File: src/rtl/exec_sequencer_pkg.sv
// Shared constants for the execution sequencer: opcodes, default widths,
// state encoding and the state-to-strobe decode.
package exec_sequencer_pkg;

    localparam int WORD_SIZE_DEF = 16;
    localparam int NIB_SIZE_DEF  = 4;
    localparam int BYTE_SIZE_DEF = 8;

    localparam logic [3:0] OP_LOADLO = 4'h1;
    localparam logic [3:0] OP_JMP    = 4'h2;
    localparam logic [3:0] OP_BR     = 4'h3;
    localparam logic [3:0] OP_IN     = 4'h4;
    localparam logic [3:0] OP_OUT    = 4'h5;
    localparam logic [3:0] OP_HALT   = 4'hF;

    localparam logic [3:0] ST_IDLE     = 4'd0;
    localparam logic [3:0] ST_FETCH    = 4'd1;
    localparam logic [3:0] ST_REGLOAD  = 4'd2;
    localparam logic [3:0] ST_ALUOP    = 4'd3;
    localparam logic [3:0] ST_MEMLOAD  = 4'd4;
    localparam logic [3:0] ST_MEMSTORE = 4'd5;
    localparam logic [3:0] ST_REGSTORE = 4'd6;
    localparam logic [3:0] ST_NEXT     = 4'd7;
    localparam logic [3:0] ST_HALT     = 4'd8;
    localparam logic [3:0] ST_FAULT    = 4'd9;

    typedef struct packed {
        logic fetch;
        logic regload;
        logic aluop;
        logic memload;
        logic memstore;
        logic regstore;
        logic next;
    } strobes_t;

    // One-hot step strobe for each state; IDLE, HALT and FAULT drive none.
    function automatic strobes_t decode_strobes(input logic [3:0] st);
        strobes_t s;
        s = '{default: 1'b0};
        case (st)
            ST_FETCH:    s.fetch    = 1'b1;
            ST_REGLOAD:  s.regload  = 1'b1;
            ST_ALUOP:    s.aluop    = 1'b1;
            ST_MEMLOAD:  s.memload  = 1'b1;
            ST_MEMSTORE: s.memstore = 1'b1;
            ST_REGSTORE: s.regstore = 1'b1;
            ST_NEXT:     s.next     = 1'b1;
            default:     s = '{default: 1'b0};
        endcase
        return s;
    endfunction

    function automatic int wait_width(input int max_wait);
        return (max_wait > 0) ? $clog2(max_wait + 1) : 1;
    endfunction

endpackage

File: src/rtl/exec_sequencer_pointer.sv
// Instruction pointer: reset-vector load and relative update (+1 or a
// sign-extended signed offset), wrapping modulo 2^ADDR_WIDTH.
module seq_pointer #(
    parameter int ADDR_WIDTH   = 16,
    parameter int BYTE_SIZE    = 8,
    parameter int RESET_VECTOR = 0
) (
    input  logic                  clk,
    input  logic                  do_reset,
    input  logic                  advance_i,
    input  logic                  use_offset_i,
    input  logic [BYTE_SIZE-1:0]  offset_i,
    output logic [ADDR_WIDTH-1:0] pointer_o
);

    logic [ADDR_WIDTH-1:0] ptr_q;
    logic [ADDR_WIDTH-1:0] ptr_d;
    logic [ADDR_WIDTH-1:0] offset_ext_s;
    logic [ADDR_WIDTH-1:0] adj_s;

    // Select the step and form the wrapped next pointer.
    always_comb begin
        offset_ext_s = ADDR_WIDTH'($signed(offset_i));
        if (use_offset_i) begin
            adj_s = offset_ext_s;
        end else begin
            adj_s = ADDR_WIDTH'(1);
        end
        if (advance_i) begin
            ptr_d = ptr_q + adj_s;
        end else begin
            ptr_d = ptr_q;
        end
    end

    // Pointer register with synchronous reset to the reset vector.
    always_ff @(posedge clk) begin
        if (do_reset) begin
            ptr_q <= ADDR_WIDTH'(RESET_VECTOR);
        end else begin
            ptr_q <= ptr_d;
        end
    end

    assign pointer_o = ptr_q;

endmodule

File: src/rtl/exec_sequencer.sv
// Fetch/decode/execute sequencer: Moore FSM with registered one-hot step
// strobes, ack waits with timeout, HALT and sticky FAULT.
module exec_sequencer
    import exec_sequencer_pkg::*;
#(
    parameter int ADDR_WIDTH   = 16,
    parameter int WORD_SIZE    = WORD_SIZE_DEF,
    parameter int BYTE_SIZE    = BYTE_SIZE_DEF,
    parameter int RESET_VECTOR = 0,
    parameter int MAX_WAIT     = 15
) (
    input  logic                  clk,
    input  logic                  do_reset,
    input  logic [3:0]            opcode,
    input  logic                  isaluop,
    input  logic [BYTE_SIZE-1:0]  bigval,
    input  logic [WORD_SIZE-1:0]  cond_val,
    input  logic                  fetch_ack,
    input  logic                  port_ack,
    output logic [ADDR_WIDTH-1:0] pointer,
    output logic                  do_fetch,
    output logic                  do_regload,
    output logic                  do_aluop,
    output logic                  do_memload,
    output logic                  do_memstore,
    output logic                  do_regstore,
    output logic                  do_next,
    output logic                  halted,
    output logic                  fault
);

    localparam int WAIT_W = wait_width(MAX_WAIT);

    logic [3:0]           state_q, state_d;
    logic [WAIT_W-1:0]    cnt_q, cnt_d;
    logic [3:0]           op_q, op_d;
    logic                 isalu_q, isalu_d;
    logic [BYTE_SIZE-1:0] bigval_q, bigval_d;
    strobes_t             strobes_q;
    logic                 halted_q, fault_q;
    logic                 wait_expired_s;
    logic                 use_offset_s;
    logic                 advance_s;

    assign wait_expired_s = (MAX_WAIT > 0) && (cnt_q == WAIT_W'(MAX_WAIT));

    // Next-state, wait counter and instruction latch logic.
    always_comb begin
        state_d  = state_q;
        cnt_d    = {WAIT_W{1'b0}};
        op_d     = op_q;
        isalu_d  = isalu_q;
        bigval_d = bigval_q;
        case (state_q)
            ST_IDLE: state_d = ST_FETCH;
            ST_FETCH: begin
                if (fetch_ack) begin
                    op_d     = opcode;
                    isalu_d  = isaluop;
                    bigval_d = bigval;
                    if (isaluop) begin
                        state_d = ST_REGLOAD;
                    end else begin
                        case (opcode)
                            OP_LOADLO: state_d = ST_REGSTORE;
                            OP_IN:     state_d = ST_REGLOAD;
                            OP_OUT:    state_d = ST_REGLOAD;
                            OP_JMP:    state_d = ST_NEXT;
                            OP_BR:     state_d = ST_REGLOAD;
                            OP_HALT:   state_d = ST_HALT;
                            default:   state_d = ST_FAULT;
                        endcase
                    end
                end else if (wait_expired_s) begin
                    state_d = ST_FAULT;
                end else begin
                    cnt_d = cnt_q + WAIT_W'(1);
                end
            end
            ST_REGLOAD: begin
                if (isalu_q) begin
                    state_d = ST_ALUOP;
                end else begin
                    case (op_q)
                        OP_IN:   state_d = ST_MEMLOAD;
                        OP_OUT:  state_d = ST_MEMSTORE;
                        OP_BR:   state_d = ST_NEXT;
                        default: state_d = ST_FAULT;
                    endcase
                end
            end
            ST_ALUOP: state_d = ST_REGSTORE;
            ST_MEMLOAD: begin
                if (port_ack) begin
                    state_d = ST_REGSTORE;
                end else if (wait_expired_s) begin
                    state_d = ST_FAULT;
                end else begin
                    cnt_d = cnt_q + WAIT_W'(1);
                end
            end
            ST_MEMSTORE: begin
                if (port_ack) begin
                    state_d = ST_NEXT;
                end else if (wait_expired_s) begin
                    state_d = ST_FAULT;
                end else begin
                    cnt_d = cnt_q + WAIT_W'(1);
                end
            end
            ST_REGSTORE: state_d = ST_NEXT;
            ST_NEXT:     state_d = ST_FETCH;
            ST_HALT:     state_d = ST_HALT;
            ST_FAULT:    state_d = ST_FAULT;
            default:     state_d = ST_FAULT;
        endcase
    end

    // Outputs are registered from the next state so they track state_q exactly.
    always_ff @(posedge clk) begin
        if (do_reset) begin
            state_q   <= ST_IDLE;
            cnt_q     <= {WAIT_W{1'b0}};
            op_q      <= 4'h0;
            isalu_q   <= 1'b0;
            bigval_q  <= {BYTE_SIZE{1'b0}};
            strobes_q <= '{default: 1'b0};
            halted_q  <= 1'b0;
            fault_q   <= 1'b0;
        end else begin
            state_q   <= state_d;
            cnt_q     <= cnt_d;
            op_q      <= op_d;
            isalu_q   <= isalu_d;
            bigval_q  <= bigval_d;
            strobes_q <= decode_strobes(state_d);
            halted_q  <= (state_d == ST_HALT);
            fault_q   <= (state_d == ST_FAULT);
        end
    end

    // BR condition is sampled live during NEXT; ALU-class words never jump.
    assign advance_s    = (state_q == ST_NEXT);
    assign use_offset_s = !isalu_q && ((op_q == OP_JMP) || ((op_q == OP_BR) && (|cond_val)));

    seq_pointer #(
        .ADDR_WIDTH   (ADDR_WIDTH),
        .BYTE_SIZE    (BYTE_SIZE),
        .RESET_VECTOR (RESET_VECTOR)
    ) u_pointer (
        .clk          (clk),
        .do_reset     (do_reset),
        .advance_i    (advance_s),
        .use_offset_i (use_offset_s),
        .offset_i     (bigval_q),
        .pointer_o    (pointer)
    );

    assign do_fetch    = strobes_q.fetch;
    assign do_regload  = strobes_q.regload;
    assign do_aluop    = strobes_q.aluop;
    assign do_memload  = strobes_q.memload;
    assign do_memstore = strobes_q.memstore;
    assign do_regstore = strobes_q.regstore;
    assign do_next     = strobes_q.next;
    assign halted      = halted_q;
    assign fault       = fault_q;

endmodule

File: config.mk
export PLATFORM = sky130hd
export DESIGN_NAME = exec_sequencer
export DESIGN_NICKNAME = d
export VERILOG_FILES = /design/src/rtl/exec_sequencer_pkg.sv /design/src/rtl/exec_sequencer_pointer.sv /design/src/rtl/exec_sequencer.sv
export SDC_FILE = /design/constraint.sdc
export NUM_CORES = 1
export LEC_CHECK = 0
export ABC_AREA = 1
export CAP_MARGIN = 10
export CORE_ASPECT_RATIO = 0.8
export CORE_MARGIN = 2
export CORE_UTILIZATION = 35
export CTS_BUF_LIST = sky130_fd_sc_hd__clkbuf_4
export CTS_CLUSTER_DIAMETER = 60
export DETAILED_ROUTE_END_ITERATION = 12
export PLACE_DENSITY = 0.56
export SLEW_MARGIN = 20
export SYNTH_ARGS = -nofsm -noshare
export SYNTH_HDL_FRONTEND = slang
export SYNTH_SLANG_ARGS = --single-unit
File: constraint.sdc
create_clock -name clk -period 4 [get_ports clk]
set_input_delay 1 -clock clk [delete_from_list [all_inputs] [get_ports clk]]
set_output_delay 1 -clock clk [all_outputs]
set_load 0.03 [all_outputs]
==> results of run 1 <==
[sequential cells by signal, indices dropped and copies added, names as in the netlist]
name,flops
state_q,4
do_memload,1
op_q,4
do_memstore,1
u_pointer.pointer_o,16
bigval_q,8
fault,1
do_next,1
isalu_q,1
do_aluop,1
do_fetch,1
halted,1
do_regload,1
cnt_q,4
do_regstore,1
[cells by family (layout without fill, tap and decap cells)]
family,Yosys count,count (layout),synth area share
compound gates,69,69,0.1328
xor+xnor,11,11,0.03503
fa+ha+maj,17,17,0.08007
buf+inv,69,129,0.09554
flops,46,46,0.3348
simple gates,201,201,0.3217
[power breakdown]
part	switching (W)	total, W	internal, W
logic	0.000155	0.000255	0.000100
clock network	0.000158	0.000353	0.000196
registers	0.0000217	0.000517	0.000495
[critical path: cells and delay by family]
family	cells	cell delay, ps
buffers and inverters	2	490
adder cells (fa/ha/maj)	1	370
AO/OA/AOI/OAI	2	440
AND/OR/NAND/NOR	11	1380
[cells in the final DEF, fill, tap and decap left out, drive strengths merged, types with 2 or more instances in the layout]
master,netlist,routed
buf,4,2
clkinv,1,2
xnor2,3,3
nand3,27,27
nand4,9,9
nor3,9,9
o211ai,2,2
xor2,8,8
nor4,2,2
dfxtp,46,46
o21ai,31,31
a21oi,31,31
clkdlybuf4s50,0,57
bufinv,0,2
clkbuf,3,5
a211oi,2,2
nor2,71,71
ha,16,16
and2,3,3
inv,61,61
nand2,78,78
[per-layer routing]
| layer | wire (um) | track usage | part of all wire |
|---|---|---|---|
| met4 | 48 | 0.03589 | 0.0069 |
| met5 | 0 | 0 | 0 |
| met1 | 3843 | 0.2652 | 0.55 |
| met2 | 2602 | 0.2279 | 0.38 |
| met3 | 441 | 0.03451 | 0.064 |
[metrics by stage]
stage               cell area [um2]  total power (W)  hold WS (ps)  std cells  worst slack, ps
floorplan                      2750        0.0006922         430.1        413             1181
global placement               3437        0.0007798         440.8        570            329.4
detailed placement             3437        0.0007821         447.1        570            304.9
CTS                            3543         0.001142         466.3        578            688.7
global route                   3543         0.001197         510.6        578            434.5
finish                         3543         0.001126         465.4        578            636.7
[how the worst max path moves through the flow]
stage	from	to	slack, ps	depth (start not counted)
floorplan	cond_val[8]	u_pointer.pointer_o[14]	1180	16
global placement	cond_val[13]	u_pointer.pointer_o[15]	330	16
detailed placement	cond_val[13]	u_pointer.pointer_o[15]	300	16
CTS	cond_val[8]	u_pointer.pointer_o[15]	690	16
global route	cond_val[13]	u_pointer.pointer_o[15]	430	16
finish	cond_val[8]	u_pointer.pointer_o[15]	640	16
[layout make-up]
class | instances | area [um2] | area share
well taps | 105 | 131.4 | 0.03708
clock inverters | 3 | 68.82 | 0.01942
repair buffers | 59 | 585.6 | 0.1653
multi-input cells | 298 | 1567 | 0.4421
flip-flops and latches | 46 | 920.9 | 0.2599
clock buffers | 5 | 37.54 | 0.01059
inverters | 62 | 232.7 | 0.06568
==> flow_summary.json, run 1 <==
{
  "path_clk_slew_ps": 150,
  "ys_seq_elements": 46,
  "synth_common_cells": "76 x nand2_1, 69 x nor2_1, 53 x inv_1, 46 x dfxtp_1, 31 x a21oi_1",
  "synth_seq_area_share": 0.3348,
  "postRouteAntennaNets": 0,
  "slew_viol_final": 0,
  "fmax_ghz": 0.2973,
  "rows": 28,
  "min-delay-path-class": "flop to flop",
  "worstSetupPathType": "input pin to flop",
  "globalRouteOverflowTotal": 0,
  "synth_edf_count": 0,
  "numCtsBuffers": 5,
  "crit_path_max_incr_delay_ps": 450,
  "ys_top_cells_by_area": "dfxtp_1 33%, nand2_1 10%, nor2_1 9.4%, ha_1 7.3%, inv_1 7.2%",
  "setup_viol": 0,
  "netlist_instances": 413,
  "worst_clock_skew_ps": 13.07,
  "grt_max_degree": 27,
  "rsz0062_at_grt": "false",
  "syn_nets": 463,
  "dp_hpwl_um": 5464,
  "netlist-cell-type-count": 37,
  "htreeDepth": 2,
  "drive_gt1_frac": 0.05708,
  "io_buffers": 57,
  "vias": 2668,
  "cts_hold_buf": 0,
  "reg2reg_depth": 14,
  "whs_endpoint": "bigval_q[4]",
  "arrival_ps": 3680,
  "critical_path.slowest_cell": "clkdlybuf4s50_1",
  "die-area_um2": 8587,
  "crit_chain": "clkdlybuf4s50_1 > nor2_1 > and2_0 > nand3_1 > nand2_2 > nor2_2 > ha_1 > a21oi_1 > nand2_1 > a21oi_1 > nand2_1 > nand2_1 > nand3_1 > nand2_1 > inv_1 > nor2_1",
  "core_region_area_um2": 7497,
  "cpMostUsedCell": "nand2_1",
  "p_leak_nw": 1.652,
  "max-slew-margin-rel": 0.5295,
  "cts_buffer_depth": 2,
  "grt_pass1_wl_um": 11500,
  "cellPowerDensity_nw_per_um2": 317.7,
  "post-route-util": 0.4726,
  "die-width_um": 103.1,
  "async_reset_ff_frac": 0,
  "clock_sinks": 46,
  "reg2reg_from": "op_q[1]",
  "yosysMostFrequentCell": "nand2_1",
  "num-fill-cells": 808,
  "insertion_delay_ps": 360,
  "r2r-end": "u_pointer.pointer_o[15]",
  "cts_tree": "built",
  "critPathRequiredTime_ps": 4310,
  "worstHoldPathCells": 2,
  "status": "complete, no violations",
  "wl_per_cell_um": 12.00,
  "areaGrowthSynthToFinish_pct": 28.84,
  "syn_avg_cell_area_um2": 6.659,
  "start_kind": "input pin",
  "grtUsageTotal": 0.1672,
  "cts_resized": 0,
  "finalHoldViolations": 0,
  "ctsRootBufferMaster": "clkbuf_4",
  "io_pins": 58,
  "synth_largest_area_cell": "dfxtp_1",
  "r2r_slack_ps": 1210,
  "vdd.ir_drop.worst_mv": 0.1257,
  "crit_path_max_fanout": 9,
  "maxCapViolCount": 0,
  "finalCriticalPeriod_ps": 3363,
  "fin_setup_tns_ps": 0,
  "initial_utilization": 0.3668,
  "ys.flop_type": "dfxtp_1",
  "tightest_slew_ps": 705.0,
  "fin_crit_sh": 0.8408,
  "place_congestion": 0.8723,
  "drc": 0,
  "syn-cell-area_um2": 2750,
  "drt_wl_total_um": 6935,
  "initialDrtViolationCount": 145,
  "end_kind": "flop",
  "die_h_um": 83.29,
  "yosysTopAreaCellShare": 0.3348,
  "nNetsFinal": 522,
  "drt-pass1-iter-count": 4,
  "yosysWarnings": 0,
  "antenna_found_initial": 0,
  "postCtsSetupBuffers": 0,
  "grt_pass1_vias": 2421,
  "vias_per_cell": 4.616,
  "min-delay-start": "bigval_q[4]",
  "diodes": 0
}
(Power assumes the default switching activity.)
==> run 2: changes to the inputs <==
- clock period: 4 -> 3.1 ns (I/O delays scaled with it)
==> run 2 against run 1 <==
Net effect:
- register-to-register slack worse by 660 ps
- die area unchanged
- flip-flop and latch count unchanged
- critical path depth up 1
- routed wire length up 3.1%
- highest routed layer unchanged
- final cell count up 4.2%
- final area up 5.6%
==> flow_summary.json, run 2 (synthesized netlist as in run 1, its figures left out) <==
{
  "nNetsFinal": 546,
  "postRouteAntennaNets": 0,
  "end_kind": "flop",
  "antenna_found_initial": 0,
  "cts_tree": "built",
  "rows": 28,
  "start_kind": "input pin",
  "fin_crit_sh": 0.9346,
  "p_switching_w": 0.0004339,
  "slew_viol_final": 0,
  "whs_ps": 460.4,
  "cpMostUsedCell": "nand2_1",
  "final_area_um2": 3741,
  "ctsRootBufferMaster": "clkbuf_4",
  "io_pins": 58,
  "tightest_slew_ps": 698.8,
  "grt_pass1_wl_um": 11900,
  "min-delay-path-class": "flop to flop",
  "layout_commonest_cell": "nand2_1",
  "grtUsageTotal": 0.1726,
  "maxCapViolCount": 0,
  "rsz0062_at_grt": "false",
  "cellPowerDensity_nw_per_um2": 390.9,
  "vias_per_cell": 4.586,
  "p_sw_frac": 0.2967,
  "power_frac_comb": 0.232,
  "areaGrowthSynthToFinish_pct": 36.03,
  "crit_path_max_fanout": 9,
  "cpLargestDelayFamily": "simple AND/OR/NAND/NOR gates",
  "postCtsSetupBuffers": 0,
  "placed_area_um2": 3630,
  "globalRouteOverflowTotal": 0,
  "die_h_um": 83.29,
  "crit_path_max_incr_delay_ps": 460,
  "die-width_um": 103.1,
  "finalCriticalPeriod_ps": 2897,
  "diodes": 0,
  "vdd.ir_drop.worst_mv": 0.2454,
  "numCtsBuffers": 5,
  "die-area_um2": 8587,
  "setup_viol": 0,
  "critical_path.slowest_cell": "clkdlybuf4s50_1",
  "grt_max_degree": 27,
  "cts_hold_buf": 0,
  "arrival_ps": 3210,
  "fmax_ghz": 0.3452,
  "worst_clock_skew_ps": 15.00,
  "p_int_w": 0.001028,
  "status": "complete, no violations",
  "path_clk_slew_ps": 150,
  "clkPwrFrac": 0.312,
  "wl_per_cell_um": 11.87,
  "p_leak_nw": 1.780,
  "initialDrtViolationCount": 142,
  "drive_gt1_frac": 0.1046,
  "drt_wl_total_um": 7147,
  "io_buffers": 57,
  "critPathRequiredTime_ps": 3410,
  "path_buf_inv": 3,
  "place_congestion": 0.9010,
  "num-fill-cells": 754,
  "max-slew-margin-rel": 0.5324,
  "htreeDepth": 2,
  "insertion_delay_ps": 360,
  "initial_utilization": 0.3668,
  "largest_register_ff_count": 16,
  "vias": 2761,
  "dp_hpwl_um": 5529,
  "grt_pass1_vias": 2536,
  "worstSetupPathType": "input pin to flop",
  "final_cell_mix": "76 x nand2_1, 69 x nor2_1, 57 x clkdlybuf4s50_1",
  "power_frac_seq": 0.456,
  "drc": 0,
  "clock_sinks": 46,
  "cts_buffer_depth": 2,
  "crit_chain": "clkdlybuf4s50_1 > nor2_1 > and2_0 > nand3_1 > nand2_2 > nor2_2 > buf_12 > ha_1 > a21oi_1 > nand2_1 > a21oi_1 > nand2_1 > nand2_1 > nand3_1 > nand2_1 > inv_1 > nor2_1",
  "finalHoldViolations": 0,
  "core_region_area_um2": 7497,
  "layoutNonFillerInstCount": 602,
  "drt-pass1-iter-count": 4,
  "place_inst": 594
}
run 2: worst paths after layout:
check                    from                       to  slack [ps]  cells after the start
hold / removal    bigval_q[0]              bigval_q[0]         460                      2
setup reg to reg      op_q[1]  u_pointer.pointer_o[15]         550                     15
hold reg to reg   bigval_q[0]              bigval_q[0]         460                      2
setup / recovery  cond_val[8]  u_pointer.pointer_o[15]         200                     17
run 2: routing by layer:
layer,track usage,up-vias,share of wire
li1,-,1495,-
met1,0.2629,1193,0.54
met2,0.2479,69,0.39
met3,0.04125,4,0.061
met4,0.02871,0,0.0056
met5,0,-,0
run 2: power groups by stage:
stage | Sequential [W] | Combinational [W] | Clock, W
after global routing | 0.000672 | 0.000384 | 0.000496
after global placement | 0.000680 | 0.000336 | 0
after floorplan | 0.000698 | 0.000195 | 0
final | 0.000666 | 0.000339 | 0.000456
after detailed placement | 0.000680 | 0.000339 | 0
after CTS | 0.000667 | 0.000341 | 0.000476
run 2: repair_timing:
item,4_1_cts,5_1_grt
endpoints found under the hold margin,0,0
resized for setup,0,1
endpoints found under the setup margin,0,1
run 2: tightest hold or removal path: stages, from the launching register on:
cell	delay (ps)
dfxtp_1	320
inv_1	60
a21oi_1	50
run 2: per-stage QoR:
step / power, W / worst slack, ps / TNS (ps) / util
4_1_cts: 0.001483 / 238.0 / 0 / 0.4983
2_1_floorplan: 0.0008931 / 505.6 / 0 / -
3_3_place_gp: 0.001015 / -158.2 / -813.0 / 0.4841
3_5_place_dp: 0.001019 / -164.9 / -926.7 / 0.4841
5_1_grt: 0.001553 / 7.207 / 0 / 0.4990
6_report: 0.001462 / 202.8 / 0 / 0.4990
run 2: final cells by class:
cell class / count / area (um2) / area share
clock buffers: 5 / 37.54 / 0.01003
clock inverters: 3 / 68.82 / 0.01839
inverters: 62 / 232.7 / 0.06221
multi-input cells: 298 / 1572 / 0.4201
flip-flops and latches: 46 / 920.9 / 0.2462
well taps: 105 / 131.4 / 0.03512
repair buffers: 83 / 778.2 / 0.2080
==> run 3: changes to the inputs <==
- ABC_AREA: 1 -> unset
- CTS_CLUSTER_SIZE: unset -> 14
- PLACE_DENSITY: 0.56 -> 0.57
==> run 3 against run 2 <==
Net effect:
- the flow now finishes with violations (setup timing)
- final area grew 9.2%
- core utilization up 5.4 points
- first-iteration DRC count decreased by 27%
- sequential share of layout area is 2.1 points lower
- critical endpoint unchanged
- register-to-register slack worse by 530 ps
- non-clock buffer count up 29
- via count decreased by 0.65%
==> flow_summary.json, run 3 <==
{
  "crit_chain": "buf_6 > nor4_4 > nand4_1 > o41a_1 > and2_4 > buf_6 > ha_4 > a21oi_4 > a211oi_2 > nand2_1 > o21ai_2 > mux2i_1 > mux2_1",
  "drt-pass1-iter-count": 4,
  "worstSetupPathType": "input pin to flop",
  "initialDrtViolationCount": 103,
  "grt_max_degree": 24,
  "crit_path_max_incr_delay_ps": 390,
  "reg2reg_from": "isalu_q",
  "final_area_um2": 4085,
  "grt_pass1_wl_um": 12270,
  "fmax_ghz": 0.3129,
  "areaGrowthSynthToFinish_pct": 53.65,
  "setup_viol": 2,
  "power_w": 0.001275,
  "die-area_um2": 8314,
  "netlist_instances": 328,
  "path_clk_slew_ps": 150,
  "p_leak_nw": 1.595,
  "drt_wl_total_um": 7521,
  "layout_setup_ws_ps": -95.95,
  "initial_utilization": 0.3597,
  "insertion_delay_ps": 370,
  "die-width_um": 101.4,
  "final_cell_mix": "52 x buf_4, 46 x nand2_1, 46 x dfxtp_1",
  "rows": 28,
  "ys_top_cells_by_area": "dfxtp_1 35%, ha_1 7.5%, nand2_1 6.8%, a21oi_1 5.6%, nor2_1 3.8%",
  "place_ws_ps": -962.0,
  "drc": 0,
  "min-delay-path-class": "flop to flop",
  "cts_tree": "built",
  "fin_crit_sh": 1.031,
  "grtUsageTotal": 0.1865,
  "synth_largest_area_cell": "dfxtp_1",
  "yosysTopAreaCellShare": 0.3464,
  "die_h_um": 81.96,
  "numCtsBuffers": 5,
  "maxCapViolCount": 0,
  "cts_hold_buf": 0,
  "violations": "setup timing",
  "start_kind": "input pin",
  "diodes": 0,
  "syn-cell-area_um2": 2659,
  "grt_pass1_vias": 2547,
  "syn_avg_cell_area_um2": 8.106,
  "drive_gt1_frac": 0.2759,
  "wl_per_cell_um": 13.93,
  "max-slew-margin-rel": 0.5610,
  "path_buf_inv": 2,
  "vdd.ir_drop.worst_mv": 0.1393,
  "postRouteAntennaNets": 0,
  "ys_seq_elements": 46,
  "slew_viol_final": 0,
  "core_region_area_um2": 7392,
  "rsz0062_at_grt": "true",
  "finalCriticalPeriod_ps": 3196,
  "min-delay-start": "bigval_q[0]",
  "crit_path_max_fanout": 6,
  "num-fill-cells": 699,
  "end_kind": "flop",
  "io_buffers": 57,
  "synth_common_cells": "48 x nand2_1, 46 x dfxtp_1, 30 x a21oi_1, 27 x nor2_1, 16 x ha_1",
  "syn_nets": 378,
  "multi_input_area_um2": 1988,
  "crit_start": "cond_val[14]",
  "yosysMostFrequentCell": "nand2_1",
  "tightest_slew_ps": 648.3,
  "antenna_found_initial": 0,
  "dp_hpwl_um": 5397,
  "cpMostUsedCell": "buf_6",
  "cts_buffer_depth": 2,
  "io_pins": 58,
  "ys.flop_type": "dfxtp_1",
  "critical_path.slowest_cell": "o41a_1",
  "place_congestion": 0.8279,
  "yosysWarnings": 0,
  "ff_latch_area_um2": 920.9,
  "critPathRequiredTime_ps": 3380,
  "htreeDepth": 2,
  "status": "finished with violations",
  "ctsRootBufferMaster": "clkbuf_4",
  "synth_edf_count": 0,
  "cellPowerDensity_nw_per_um2": 312.1,
  "largest_register_ff_count": 16,
  "async_reset_ff_frac": 0,
  "post-route-util": 0.5526,
  "synth_seq_area_share": 0.3464,
  "cpLargestDelayFamily": "compound AO/OA/AOI/OAI gates",
  "netlist-cell-type-count": 56,
  "clock_sinks": 46,
  "vias": 2743,
  "worst_clock_skew_ps": 18.02,
  "nNetsFinal": 484,
  "layout_commonest_cell": "buf_4",
  "placed_area_um2": 3732,
  "arrival_ps": 3480,
  "globalRouteOverflowTotal": 0,
  "finalHoldViolations": 0,
  "vias_per_cell": 5.080
}
[run 3: cell types whose count changed after synthesis, sizes merged, moves of 6 or more]
cell / before / now
a211oi: 2 / 9
and2: 3 / 10
and3: 0 / 10
clkbuf: 3 / 10
inv: 61 / 4
nand2: 78 / 48
nand3: 27 / 13
nand4: 9 / 3
nor2: 71 / 28
o21ai: 31 / 14
[run 3: metal layers]
layer  global-route usage  vias up  part of all wire
met4              0.04459        0            0.0092
met1               0.2613     1259              0.51
li1                     -     1405                 -
met3              0.04426        5             0.054
met5                    0        -                 0
met2               0.2894       74              0.43
[run 3: final timing paths]
path | to | slack (ps) | cells past startpoint
worst max register to register | u_pointer.pointer_o[10] | 20 | 12
worst min-delay path | bigval_q[0] | 470 | 2
worst min register to register | bigval_q[0] | 470 | 2
worst max-delay path | u_pointer.pointer_o[15] | -100 | 13
[run 3: final cells by class]
cell class,instances,area share
Multi-Input combinational cell,265,0.4867
Timing Repair Buffer,112,0.2389
Sequential cell,46,0.2254
Tap cell,105,0.03216
Clock buffer,6,0.01103
Inverter,4,0.003675
Clock inverter,2,0.002144
[run 3: timing repair]
| action | in CTS | in global routing |
|---|---|---|
| pin swaps | 18 | 17 |
| gates cloned | 1 | 0 |
| setup endpoints to repair | 13 | 10 |
| buffers inserted | 4 | 3 |
| resized for setup | 61 | 37 |
[run 3: worst min-delay path, cell delays in order, from the launching register on]
cell and delay, ps:
dfxtp_1 330, nand2_1 50, a21oi_1 60
[run 3: cell families (layout without fill, tap and decap cells)]
| group | count (synthesis) | count (layout) | synth area share |
|---|---|---|---|
| compound gates | 81 | 82 | 0.1929 |
| xor+xnor | 10 | 10 | 0.03294 |
| fa+ha+maj | 17 | 17 | 0.08282 |
| buf+inv | 18 | 124 | 0.03153 |
| flops | 46 | 46 | 0.3464 |
| mux | 6 | 6 | 0.02306 |
| simple gates | 150 | 150 | 0.2904 |
[run 3: report_power, final]
group | switching, W | total [W] | internal [W]
Sequential | 0.0000303 | 0.000659 | 0.000629
Combinational | 0.000167 | 0.000317 | 0.000149
Clock | 0.000205 | 0.000299 | 0.0000945
[run 3: metrics by stage]
step | setup TNS [ps] | instances | hold slack, ps
3_5_place_dp | -10130 | 524 | 445.0
6_report | -152.2 | 540 | 467.9
4_1_cts | -87.06 | 537 | 464.0
2_1_floorplan | -592.7 | 328 | 431.2
3_3_place_gp | -9682 | 524 | 439.3
5_1_grt | -962.8 | 540 | 496.8
